**src/rtl/apb_soc_ctrl.sv**
```systemverilog
// apb_soc_ctrl: APB3 SoC control block with pad mux/config, boot address, lock and clock-gate handshake
module apb_soc_ctrl #(
    parameter int          APB_ADDR_WIDTH = 12,
    parameter logic [31:0] BOOT_ADDR      = 32'h8000,
    parameter int          NUM_PADS       = 32,
    parameter int          PADCFG_W       = 6,
    parameter int          NUM_CG         = 8
) (
    input  logic                         HCLK,
    input  logic                         HRESETn,
    input  logic [APB_ADDR_WIDTH-1:0]    PADDR,
    input  logic [31:0]                  PWDATA,
    input  logic                         PWRITE,
    input  logic                         PSEL,
    input  logic                         PENABLE,
    output logic [31:0]                  PRDATA,
    output logic                         PREADY,
    output logic                         PSLVERR,
    output logic [NUM_PADS-1:0]          pad_mux_o,
    output logic [NUM_PADS*PADCFG_W-1:0] pad_cfg_o,
    output logic [31:0]                  boot_addr_o,
    output logic [NUM_CG-1:0]            cg_en_o,
    output logic                         cg_req_o,
    input  logic                         cg_ack_i
);
    localparam logic [31:0] INFO = {8'(NUM_PADS), 8'(NUM_CG), 8'(PADCFG_W), 8'h02};

    typedef enum logic [1:0] {S_IDLE, S_REQ, S_REL} state_t;

    state_t             state, state_d;
    logic [5:0]         word;
    logic               is_mux, is_cg, is_boot, is_lock, is_info, is_pcfg, mapped;
    logic               busy, access, err, commit;
    logic               wr_mux, wr_cg, wr_boot, wr_lock, wr_pcfg;
    logic               lock;
    logic [NUM_CG-1:0]  pending;
    logic [31:0]        pcfg_rd, rdata;
    logic               unused_bits;

    assign word    = PADDR[7:2];
    assign is_mux  = word == 6'h00;
    assign is_cg   = word == 6'h01;
    assign is_boot = word == 6'h02;
    assign is_lock = word == 6'h03;
    assign is_info = word == 6'h04;
    assign is_pcfg = word[5:4] == 2'b01 && word[3:0] < 4'(NUM_PADS/4);
    assign mapped  = is_mux | is_cg | is_boot | is_lock | is_info | is_pcfg;
    assign busy    = state != S_IDLE;
    assign access  = PSEL & PENABLE;
    assign err     = !mapped | (PWRITE & is_info) | (PWRITE & lock & (is_mux | is_boot | is_pcfg));

    // A clock-gate write stalls until the previous handshake is fully released
    assign PREADY  = !HRESETn | !(PSEL & PWRITE & is_cg & busy);
    assign PSLVERR = HRESETn & access & PREADY & err;
    assign commit  = access & PWRITE & PREADY & !err;
    assign wr_mux  = commit & is_mux;
    assign wr_cg   = commit & is_cg;
    assign wr_boot = commit & is_boot;
    assign wr_lock = commit & is_lock;
    assign wr_pcfg = commit & is_pcfg;

    assign cg_req_o    = state == S_REQ;
    assign unused_bits = ^{PADDR, PWDATA};

    // Gather the four pad configs of the addressed PADCFG word into byte lanes
    always_comb begin
        pcfg_rd = '0;
        for (int p = 0; p < NUM_PADS; p++)
            if (4'(p/4) == word[3:0]) pcfg_rd[8*(p%4) +: PADCFG_W] = pad_cfg_o[p*PADCFG_W +: PADCFG_W];
    end

    assign rdata  = is_mux  ? 32'(pad_mux_o)
                  : is_cg   ? {busy, 31'(cg_en_o)}
                  : is_boot ? boot_addr_o
                  : is_lock ? {31'b0, lock}
                  : is_info ? INFO
                  : is_pcfg ? pcfg_rd
                  : '0;
    assign PRDATA = (access & !PWRITE) ? rdata : '0;

    // Handshake state register
    always_ff @(posedge HCLK) begin
        if (!HRESETn) state <= S_IDLE;
        else          state <= state_d;
    end

    // Handshake next state: request until ack, then wait for ack release
    always_comb begin
        state_d = state;
        case (state)
            S_IDLE:  if (wr_cg)     state_d = S_REQ;
            S_REQ:   if (cg_ack_i)  state_d = S_REL;
            S_REL:   if (!cg_ack_i) state_d = S_IDLE;
            default:                state_d = S_IDLE;
        endcase
    end

    // Configuration registers; enables are applied only when the controller acks
    always_ff @(posedge HCLK) begin
        if (!HRESETn) begin
            pad_mux_o   <= '0;
            pad_cfg_o   <= '0;
            boot_addr_o <= BOOT_ADDR;
            lock        <= 1'b0;
            cg_en_o     <= '0;
            pending     <= '0;
        end else begin
            if (wr_mux) pad_mux_o <= PWDATA[NUM_PADS-1:0];
            if (wr_boot) boot_addr_o <= PWDATA;
            if (wr_lock & PWDATA[0]) lock <= 1'b1;
            if (wr_cg & !busy) pending <= PWDATA[NUM_CG-1:0];
            if (cg_req_o & cg_ack_i) cg_en_o <= pending;
            for (int p = 0; p < NUM_PADS; p++)
                if (wr_pcfg && 4'(p/4) == word[3:0])
                    pad_cfg_o[p*PADCFG_W +: PADCFG_W] <= PWDATA[8*(p%4) +: PADCFG_W];
        end
    end
endmodule

```
**config.mk**
```make
export PLATFORM = sky130hd
export DESIGN_NAME = apb_soc_ctrl
export DESIGN_NICKNAME = d
export VERILOG_FILES = /design/src/rtl/apb_soc_ctrl.sv
export SDC_FILE = /design/constraint.sdc
export NUM_CORES = 1
export LEC_CHECK = 0
export CAP_MARGIN = 20
export CORE_AREA = 2 2 172 190
export CTS_BUF_LIST = sky130_fd_sc_hd__clkbuf_16
export DETAILED_ROUTE_END_ITERATION = 7
export DIE_AREA = 0 0 174 192
export PLACE_DENSITY = 0.66
export SETUP_SLACK_MARGIN = 0.15
export SYNTH_ARGS = -nofsm -noshare
export SYNTH_HDL_FRONTEND = slang
export SYNTH_SLANG_ARGS = --single-unit
```
**constraint.sdc**
```tcl
create_clock -name HCLK -period 5.5 [get_ports HCLK]
set_clock_uncertainty 0.15 [all_clocks]
set_input_delay 1.1 -clock HCLK [delete_from_list [all_inputs] [get_ports HCLK]]
set_output_delay 1.1 -clock HCLK [all_outputs]
set_load 0.1 [all_outputs]
```
==> results of run 1 <==
state kept, by name (all words and copies together) (netlist names):
register,cells
lock,1
state,2
pending,8
cg_en_o,8
pad_cfg_o,192
boot_addr_o,32
pad_mux_o,32
area by class of cell:
cell class	instances	area, um^2	area share, %
clock buffers	31	775.7	4.681
clock inverters	20	130.1	0.7852
inverters	5	18.77	0.1133
multi-input cells	948	5635	34.01
flip-flops and latches	275	5505	33.22
well taps	420	525.5	3.171
repair buffers	372	3981	24.02
cell families after synthesis:
logic type | Yosys count | synth area share (%)
AOI/OAI and AO/OA | 445 | 21.32
xor gates and xnor gates | 1 | 0.07413
buffers and inverters | 148 | 6.311
DFF | 275 | 46.59
muxes | 56 | 5.739
and+or+nand+nor | 446 | 19.97
cell usage in the layout, fill, tap and decap left out, types with 3 or more instances in the layout:
cell             count
clkdlybuf4s50_1    304
dfxtp_1            275
nand3_1            268
o21ai_0            189
o21ai_1            106
nand2_1             60
a21oi_1             50
a22oi_1             45
nor2_1              35
mux2_2              34
buf_12              34
clkbuf_16           31
buf_4               31
inv_1               16
mux2i_1             16
nor2b_1             14
and3b_1             12
nor3_1              10
nand2b_1             8
o22ai_1              8
a21boi_0             8
nand3_2              7
mux4_2               6
a31oi_1              5
a2111oi_0            5
clkinv_1             5
or4_1                3
and3_1               3
a221oi_1             3
o2bb2ai_1            3
a211o_1              3
o22a_1               3
nand4_1              3
power by group through the flow:
stage | Sequential [mW] | Clock (mW) | Combinational [mW]
after floorplan | 2.04 | 0 | 0.140
after global placement | 2.04 | 0 | 0.245
after detailed placement | 2.04 | 0 | 0.247
after CTS | 1.99 | 1.92 | 0.248
after global routing | 1.99 | 2.00 | 0.264
final | 1.99 | 1.90 | 0.250
critical path, delay by kind of cell:
| family | cells | cell delay, ns |
|---|---|---|
| and+or+nand+nor | 2 | 0.99 |
| AOI/OAI and AO/OA | 3 | 0.83 |
| buffers and inverters | 2 | 1.01 |
metal layers:
layer / vias up / share of wire (%) / wire length [um] / track usage, %
met5: - / 0 / 0 / 0
met4: 0 / 4.1 / 1892 / 10.92
met3: 88 / 6.3 / 2893 / 3.860
met2: 449 / 49 / 22610 / 45.54
met1: 5571 / 40 / 18390 / 31.76
li1: 5530 / - / - / -
stage by stage:
| step | total power, mW | hold slack (ns) | area [um^2] | util [%] |
|---|---|---|---|---|
| floorplan | 2.179 | 0.2887 | 11850 | - |
| finish | 4.146 | 0.3146 | 16570 | 52.93 |
| global route | 4.251 | 0.3379 | 16570 | 52.93 |
| global placement | 2.282 | 0.2975 | 15640 | 49.96 |
| detailed placement | 2.283 | 0.3131 | 15640 | 49.96 |
| CTS | 4.161 | 0.3214 | 16550 | 52.86 |
path summary, 6_finish.rpt:
kind | startpoint | endpoint | slack (ns) | depth (start not counted)
max reg2reg | lock$_SDFFE_PN0P_ | pad_cfg_o[53]$_SDFFE_PN0P_ | 3.13 | 5
min reg2reg | pending[2]$_SDFFE_PN0P_ | pending[2]$_SDFFE_PN0P_ | 0.31 | 2
min | pending[2]$_SDFFE_PN0P_ | pending[2]$_SDFFE_PN0P_ | 0.31 | 2
max | PADDR[5] | PRDATA[1] | 0.32 | 7
==> results by group, run 1 <==
Status
  – Status: finished, final reports clean

Clock tree
  – Post-CTS Setup Inserts: 0
  – Hold bufs inserted after CTS: 0
  – CTS root buffer: clkbuf_16
  – CTS tree: built
  – Clk Latency, worst-skew pair: 0.55 ns
  – Num CTS Buffers: 30
  – Clock transition at path regs: 0.06 ns
  – Post_cts resized: 0
  – Htree depth: 1
  – CTS max path bufs: 3
  – Clock sink total: 275

Yosys
  – Synth area leader: dfxtp_1
  – #FFs+latches synth: 275
  – Mapped cell area: 0.01182 mm^2
  – Mapped Cells: 1371
  – Number of library cell types mapped by synthesis: 59
  – Ys Warns: 0
  – Synthesized area per cell: 8.619 um^2
  – Synth area leaders: dfxtp_1, nand3_1, o21ai_0
  – Post-synth top area share: 46.59%
  – Number of synthesized flops with an enable pin: 0
  – Syn_nets: 1421
  – Count leader, synth: dfxtp_1
  – Sequential-to-total area share from yosys stat: 46.59%
  – Commonest cells in the netlist: dfxtp_1, nand3_1, o21ai_0, o21ai_1, nand2_1
  – Top FF cell, synth: dfxtp_1
  – FFs w/ async S/R, synth: 0%

Power and ir drop
  – Net Switching: 989.9 uW
  – P_int: 3.156 mW
  – Power Density: 250.2 mW/mm^2
  – Switching share of power: 23.88%
  – Clock power share: 45.9%
  – Max rail drop VDD: 0.1944 mV
  – Register share of total power: 48.1%
  – Comb pwr share: 6.0%
  – Leakage: 5.633 nW

STA
  – RSZ-0062 raised after global routing: false
  – Final WS setup: 0.3154 ns
  – Max Slew Vio Count: 0
  – Setup violators final: 0
  – Min Tclk post-route: 5.185 ns
  – Hold Fails Final Rpt: 0
  – Slew margin rel.: 26.37%
  – TNS Setup: 0 ns
  – Fin crit share: 94.26%
  – Fmax: 192.9 MHz
  – Measured slew at the worst slew-check pin: 1.101 ns

Critical path
  – CP Cell Sequence: clkdlybuf4s50_1, nand2b_2, a2111oi_0, nor4_1, o21ai_0, a221oi_2, buf_12
  – Nature of the critical path startpoint: input port
  – Endpoint class of the critical path: output port
  – Crit path max fanout: 26
  – CP max stage delay: 0.79 ns
  – Critical path's slowest cell: clkdlybuf4s50_1
  – Crit path DAT: 3.93 ns
  – Critical path class: in2out
  – CP required: 4.25 ns

Global route
  – Total global-route track usage: 25.93%
  – First-pass GRT wire length: 67210 um
  – Initial antenna violation count: 0
  – Largest net degree at the start of global routing: 194
  – Vias in the first global route: 10950
  – Gr ovfl total: 0

Floorplan
  – Initial Util: 37.74%
  – Die width: 174 um
  – Die Y: 192 um
  – # rows: 68
  – Die ar.: 0.03341 mm^2
  – Core Region: 0.03131 mm^2
  – I/O pin count: 349

Place
  – Worst slack, placed: 0.3811 ns
  – DP Cell Count: 2019
  – # port buffers: 342
  – Gpl congestion: 0.8773
  – Post-DP HPWL: 32050 um

Drt
  – Initial DRC Count: 761
  – Vias: 11640
  – DRC Markers: 0
  – Post-DR wirelength/cell: 22.11 um
  – Antenna-violating nets left: 0
  – Routed WL: 45790 um
  – Initial DRT Pass Iterations: 5
  – DR vias/cell: 5.620

Cells and area
  – Non-filler cells, final: 2071
  – ANT cells: 0
  – Nets@finish: 1682
  – P&R area growth vs syn: 40.25%
  – Layout cells sized above 1: 10.48%
  – # fillers: 2948

Run
  – Max Cap Viol: 0

Min path
  – Hold Crit Class: reg2reg
Power figures use the tool's default switching activity.
==> inputs of run 2 (changes only) <==
Settings changed: CAP_MARGIN 20 to unset, TNS_END_PERCENT set to 10.
==> run 2 against run 1 <==
Design area down 0.28%. Global-route usage fell by 0.084 points. Largest cell class unchanged. Flip-flop and latch count is the same. Non-clock buffer count fell by 7. Sequential power hardly changed. Critical path depth unchanged. Die area is the same. Critical endpoint is now PRDATA[21]. Largest power group unchanged.
==> results by group, run 2 (same netlist as run 1, synthesis figures left out) <==
Clock tree
  – Post-CTS Setup Inserts: 0 (unchanged)
  – Clock sink total: 275 (unchanged)
  – CTS tree: built (unchanged)
  – CTS max path bufs: 3 (unchanged)
  – Clock transition at path regs: 0.06 ns (about the same)
  – Htree depth: 1 (unchanged)
  – Hold bufs inserted after CTS: 0 (unchanged)
  – Clk Latency, worst-skew pair: 0.54 ns (was 0.55 ns)
  – Post_cts resized: 0 (unchanged)
  – CTS root buffer: clkbuf_16 (unchanged)
  – Num CTS Buffers: 29 (was 30)

Floorplan
  – I/O pin count: 349 (unchanged)
  – # rows: 68 (unchanged)
  – Die Y: 192 um (unchanged)
  – Die ar.: 0.03341 mm^2 (unchanged)
  – Die width: 174 um (unchanged)
  – Core Region: 0.03131 mm^2 (unchanged)
  – Initial Util: 37.74% (unchanged)

Cells and area
  – P&R area growth vs syn: 39.86% (was 40.25%)
  – Nets@finish: 1674 (was 1682)
  – ANT cells: 0 (unchanged)
  – Most common cell after layout, fill and taps aside: clkdlybuf4s50_1 (unchanged)
  – Layout cells sized above 1: 10.05% (was 10.48%)
  – Highest-count cells in the layout ignoring fill and taps: clkdlybuf4s50_1, dfxtp_1, nand3_1, o21ai_0, o21ai_1 (unchanged)
  – Biggest regs: pad_cfg_o (192), boot_addr_o (32), pad_mux_o (32) (unchanged)
  – Max FFs per register: 192 (unchanged)
  – Largest Register: pad_cfg_o (unchanged)

Global route
  – Initial antenna violation count: 0 (unchanged)
  – Total global-route track usage: 25.85% (was 25.93%)
  – Gr ovfl total: 0 (unchanged)
  – Largest net degree at the start of global routing: 187 (was 194)
  – First-pass GRT wire length: 66920 um (was 67210 um)
  – Vias in the first global route: 10760 (was 10950)

Critical path
  – FF-to-FF setup slack: 3.06 ns (was 3.13 ns)
  – Nature of the critical path startpoint: input port (unchanged)
  – CP required: 4.25 ns (about the same)
  – Crit path max fanout: 14 (was 26)
  – Crit path DAT: 3.95 ns (was 3.93 ns)
  – Critical path class: in2out (unchanged)
  – Endpoint class of the critical path: output port (unchanged)

Drt
  – Routed WL: 45610 um (was 45790 um)
  – DRC Markers: 0 (unchanged)
  – Antenna-violating nets left: 0 (unchanged)
  – Vias: 11680 (was 11640)
  – DR vias/cell: 5.666 (was 5.620)
  – Post-DR wirelength/cell: 22.13 um (was 22.11 um)
  – Initial DRC Count: 1098 (was 761)
  – Initial DRT Pass Iterations: 5 (unchanged)

Place
  – Gpl congestion: 0.8837 (was 0.8773)
  – Worst slack, placed: 0.3553 ns (was 0.3811 ns)
  – # port buffers: 342 (unchanged)
  – Post-DP HPWL: 31730 um (was 32050 um)

STA
  – Max Slew Vio Count: 0 (unchanged)
  – Fin crit share: 94.48% (was 94.26%)
  – Setup violators final: 0 (unchanged)
  – Final WS setup: 0.3038 ns (was 0.3154 ns)
  – Hold Fails Final Rpt: 0 (unchanged)
  – Slew margin rel.: 26.73% (was 26.37%)
  – TNS Setup: 0 ns (unchanged)
  – Min Tclk post-route: 5.196 ns (was 5.185 ns)
  – Fmax: 192.4 MHz (was 192.9 MHz)
  – Measured slew at the worst slew-check pin: 1.096 ns (was 1.101 ns)
  – Worst hold slack: 0.3200 ns (was 0.3146 ns)
  – RSZ-0062 raised after global routing: false (unchanged)

Power and ir drop
  – Leakage: 5.596 nW (was 5.633 nW)
  – Max rail drop VDD: 0.2077 mV (was 0.1944 mV)
  – Power Density: 255.7 mW/mm^2 (was 250.2 mW/mm^2)

Min path
  – Hold Crit Class: reg2reg (unchanged)

Status
  – Status: finished, final reports clean (unchanged)

Run
  – Max Cap Viol: 0 (unchanged)
==> run 2: cell types whose count changed in the layout (fill, tap and decap cells not counted), moves of 2 or more <==
cell       before  now
buf_4          31   24
clkbuf_16      31   29
bufinv_16       2    5
clkinv_2        2    4
a211oi_1        0    2
clkinv_1        5    3
a211oi_2        2    0
inv_1          16   11
==> run 2: area by class of cell <==
type	instances	area [um^2]
clock buffers	29	725.7
clock inverters	19	212.7
fillers	2904	14780
inverters	5	18.77
multi-input cells	948	5609
flip-flops and latches	275	5505
well taps	420	525.5
repair buffers	365	3929
==> run 2: layer usage <==
layer | up-vias | share of wire, % | track usage [%]
met4 | 0 | 4.4 | 11.31
met5 | - | 0 | 0
met3 | 104 | 7.0 | 4.988
met2 | 467 | 49 | 45.04
met1 | 5585 | 39 | 31.09
li1 | 5521 | - | -
==> run 2: worst paths after layout <==
path                                 from                          end  cells after the start
hold reg to reg   pending[1]$_SDFFE_PN0P_      pending[1]$_SDFFE_PN0P_                      2
setup / recovery                 PADDR[7]                   PRDATA[21]                      7
hold / removal    pending[1]$_SDFFE_PN0P_      pending[1]$_SDFFE_PN0P_                      2
setup reg to reg        lock$_SDFFE_PN0P_  pad_cfg_o[124]$_SDFFE_PN0P_                      5
==> run 2: worst max-delay path, cell delays in order <==
cell and delay (ns):
clkdlybuf4s50_1 0.62, or4_1 0.84, nor2_8 0.36, buf_4 0.30
a22oi_1 0.13, a21oi_1 0.35, buf_12 0.23
==> run 2: through the flow <==
stage	power, mW	area, um^2	util, %	std cells
after floorplan	2.178	11820	-	1371
after global placement	2.281	15590	49.78	2013
after detailed placement	2.282	15590	49.78	2013
after CTS	4.256	16530	52.78	2061
after global routing	4.349	16530	52.78	2061
final	4.225	16530	52.78	2061
==> run 2: where the power goes <==
part           internal, mW  switching (mW)
clock                  1.18           0.805
combinational        0.0703           0.178
sequential             1.99        0.000339
total                  3.24           0.984
==> inputs of run 3 (changes only) <==
Settings changed: CORE_AREA 2 2 172 190 to 2 2 153 170, DIE_AREA 0 0 174 192 to 0 0 155 172, GPL_ROUTABILITY_DRIVEN set to 1, PLACE_DENSITY 0.66 to 0.8.
Clock period 5.5 ns to 5.3 ns, I/O delays scaled along.
==> run 3 against run 2 <==
Sequential share of layout area is 0.38 points higher. Combinational power is 2% higher. Global-route usage is 6.1 points higher. Non-clock buffer count is 6 higher. Count of clock-buffer cells in the layout stayed put. Die area is 20% lower. Flip-flop and latch count stayed put. Via count is 2.2% higher. Core utilization is 13 points higher. Hold slack worse by 0.0036 ns. Cell count is 4.8% lower. Design area is 1.1% lower.
==> results by group, run 3 (same netlist as run 1, synthesis figures left out) <==
Floorplan
  – I/O pin count: 349 (unchanged)
  – Core Region: 0.02496 mm^2 (was 0.03131 mm^2)
  – Initial Util: 47.35% (was 37.74%)
  – # rows: 61 (was 68)
  – Die width: 155 um (was 174 um)
  – Die ar.: 0.02666 mm^2 (was 0.03341 mm^2)
  – Die Y: 172 um (was 192 um)

Power and ir drop
  – Leakage: 5.574 nW (was 5.596 nW)
  – Power Density: 256.0 mW/mm^2 (was 255.7 mW/mm^2)
  – Total power: 4.183 mW (was 4.225 mW)
  – Max rail drop VDD: 0.2036 mV (was 0.2077 mV)

Global route
  – Total global-route track usage: 31.92% (was 25.85%)
  – Largest net degree at the start of global routing: 139 (was 187)
  – Gr ovfl total: 0 (unchanged)
  – Initial antenna violation count: 0 (unchanged)
  – First-pass GRT wire length: 66610 um (was 66920 um)
  – Vias in the first global route: 11350 (was 10760)

Cells and area
  – Layout cells sized above 1: 10.25% (was 10.05%)
  – Max FFs per register: 192 (unchanged)
  – # fillers: 2043 (was 2904)
  – Non-filler cells, final: 1963 (was 2061)
  – Utilization after layout: 65.47% (was 52.78%)
  – Biggest regs: pad_cfg_o (192), boot_addr_o (32), pad_mux_o (32) (unchanged)
  – Highest-count cells in the layout ignoring fill and taps: clkdlybuf4s50_1, dfxtp_1, nand3_1, o21ai_0, o21ai_1 (unchanged)
  – ANT cells: 0 (unchanged)
  – P&R area growth vs syn: 38.29% (was 39.86%)
  – Most common cell after layout, fill and taps aside: clkdlybuf4s50_1 (unchanged)
  – Nets@finish: 1679 (was 1674)
  – Largest Register: pad_cfg_o (unchanged)

STA
  – Fmax: 195.7 MHz
  – Slew margin rel.: 12.58% (was 26.73%)
  – Measured slew at the worst slew-check pin: 1.309 ns (was 1.096 ns)
  – RSZ-0062 raised after global routing: true (was false)
  – Final WS setup: 0.1910 ns (was 0.3038 ns)
  – Hold Fails Final Rpt: 0 (unchanged)
  – Min Tclk post-route: 5.109 ns
  – Max Slew Vio Count: 0 (unchanged)
  – Setup violators final: 0 (unchanged)
  – Fin crit share: 96.40%

Drt
  – Initial DRT Pass Iterations: 5 (unchanged)
  – Routed WL: 44000 um (was 45610 um)
  – DRC Markers: 0 (unchanged)
  – DR vias/cell: 6.082 (was 5.666)
  – Vias: 11940 (was 11680)
  – Post-DR wirelength/cell: 22.41 um (was 22.13 um)
  – Initial DRC Count: 1053 (was 1098)
  – Antenna-violating nets left: 0 (unchanged)

Clock tree
  – Num CTS Buffers: 28 (was 29)
  – CTS max path bufs: 3 (unchanged)
  – Clk Latency, worst-skew pair: 0.54 ns (about the same)
  – Post-CTS Setup Inserts: 0 (unchanged)
  – CTS root buffer: clkbuf_16 (unchanged)
  – Clock transition at path regs: 0.06 ns (about the same)
  – Htree depth: 1 (unchanged)
  – CTS tree: built (unchanged)
  – Clock sink total: 275 (unchanged)

Critical path
  – CP required: 4.09 ns (was 4.25 ns)
  – Crit path max fanout: 11 (was 14)
  – CP Cell Sequence: clkdlybuf4s50_1, or3b_1, nor4_1, o21ai_0, a221oi_1, buf_12 (was clkdlybuf4s50_1, or4_1, nor2_8, buf_4, a22oi_1, a21oi_1, buf_12)
  – Critical path class: in2out (unchanged)
  – Endpoint class of the critical path: output port (unchanged)
  – CP top delay family: simple AND/OR/NAND/NOR gates (unchanged)
  – Crit path buf inv count: 2 (was 3)
  – Crit path DAT: 3.90 ns (was 3.95 ns)
  – Critical path's slowest cell: or3b_1 (was or4_1)
  – CP max stage delay: 0.72 ns (was 0.84 ns)
  – Nature of the critical path startpoint: input port (unchanged)

Place
  – Post-DP HPWL: 30180 um (was 31730 um)
  – Worst slack, placed: 0.2285 ns (was 0.3553 ns)
  – # port buffers: 342 (unchanged)
  – Gpl congestion: 0.8926 (was 0.8837)
  – DP Cell Count: 1914 (was 2013)

Run
  – Max Cap Viol: 0 (unchanged)

Min path
  – Hold Crit Class: reg2reg (unchanged)

Status
  – Status: finished, final reports clean (unchanged)
## run 3: worst reg2reg max path: stages (launching register included)
cell and delay [ns]:
dfxtp_1 0.33, a32oi_1 0.24, buf_4 0.28, and2_4 0.21, nand4_1 0.56, mux2i_1 0.36
## run 3: routing by layer
layer | share of wire [%] | GRT usage, % | up-vias | routed length [um]
met4 | 6.5 | 18.16 | 0 | 2854
met3 | 7.4 | 5.063 | 137 | 3277
met1 | 38 | 38.37 | 5677 | 16640
li1 | - | - | 5527 | -
met2 | 48 | 54.57 | 598 | 21220
met5 | 0 | 0 | - | 0
## run 3: worst paths after layout
path,to,start,slack [ns],depth (start not counted)
setup / recovery,PRDATA[1],PADDR[5],0.19,6
setup reg to reg,pending[4]$_SDFFE_PN0P_,lock$_SDFFE_PN0P_,3.09,5
hold / removal,pending[3]$_SDFFE_PN0P_,pending[3]$_SDFFE_PN0P_,0.32,2
hold reg to reg,pending[3]$_SDFFE_PN0P_,pending[3]$_SDFFE_PN0P_,0.32,2
## run 3: area by class of cell
cell class / instances / area (um^2) / share of cell area (%)
Timing Repair Buffer: 371 / 3974 / 24.32
Sequential cell: 275 / 5505 / 33.69
Inverter: 5 / 18.77 / 0.1149
Multi-Input combinational cell: 948 / 5607 / 34.31
Tap cell: 315 / 394.1 / 2.412
Clock inverter: 20 / 116.4 / 0.7121
Clock buffer: 29 / 725.7 / 4.441
## run 3: metrics by stage
stage	hold slack (ns)	cell area, um^2	setup TNS [ns]
CTS	0.3180	16340	0
global route	0.3418	16340	0
global placement	0.2970	15500	0
finish	0.3164	16340	0
detailed placement	0.3100	15500	0
floorplan	0.2887	11820	-1.389
## run 3: report_power, final
part | switching, mW | internal (mW)
logic | 0.183 | 0.0729
registers | 0.000364 | 2.07
clock network | 0.830 | 1.03
## run 3: repair_timing
action                     CTS  global route
hold buffers                 0             0
setup endpoints to repair    0            13
gates resized for setup      0             1
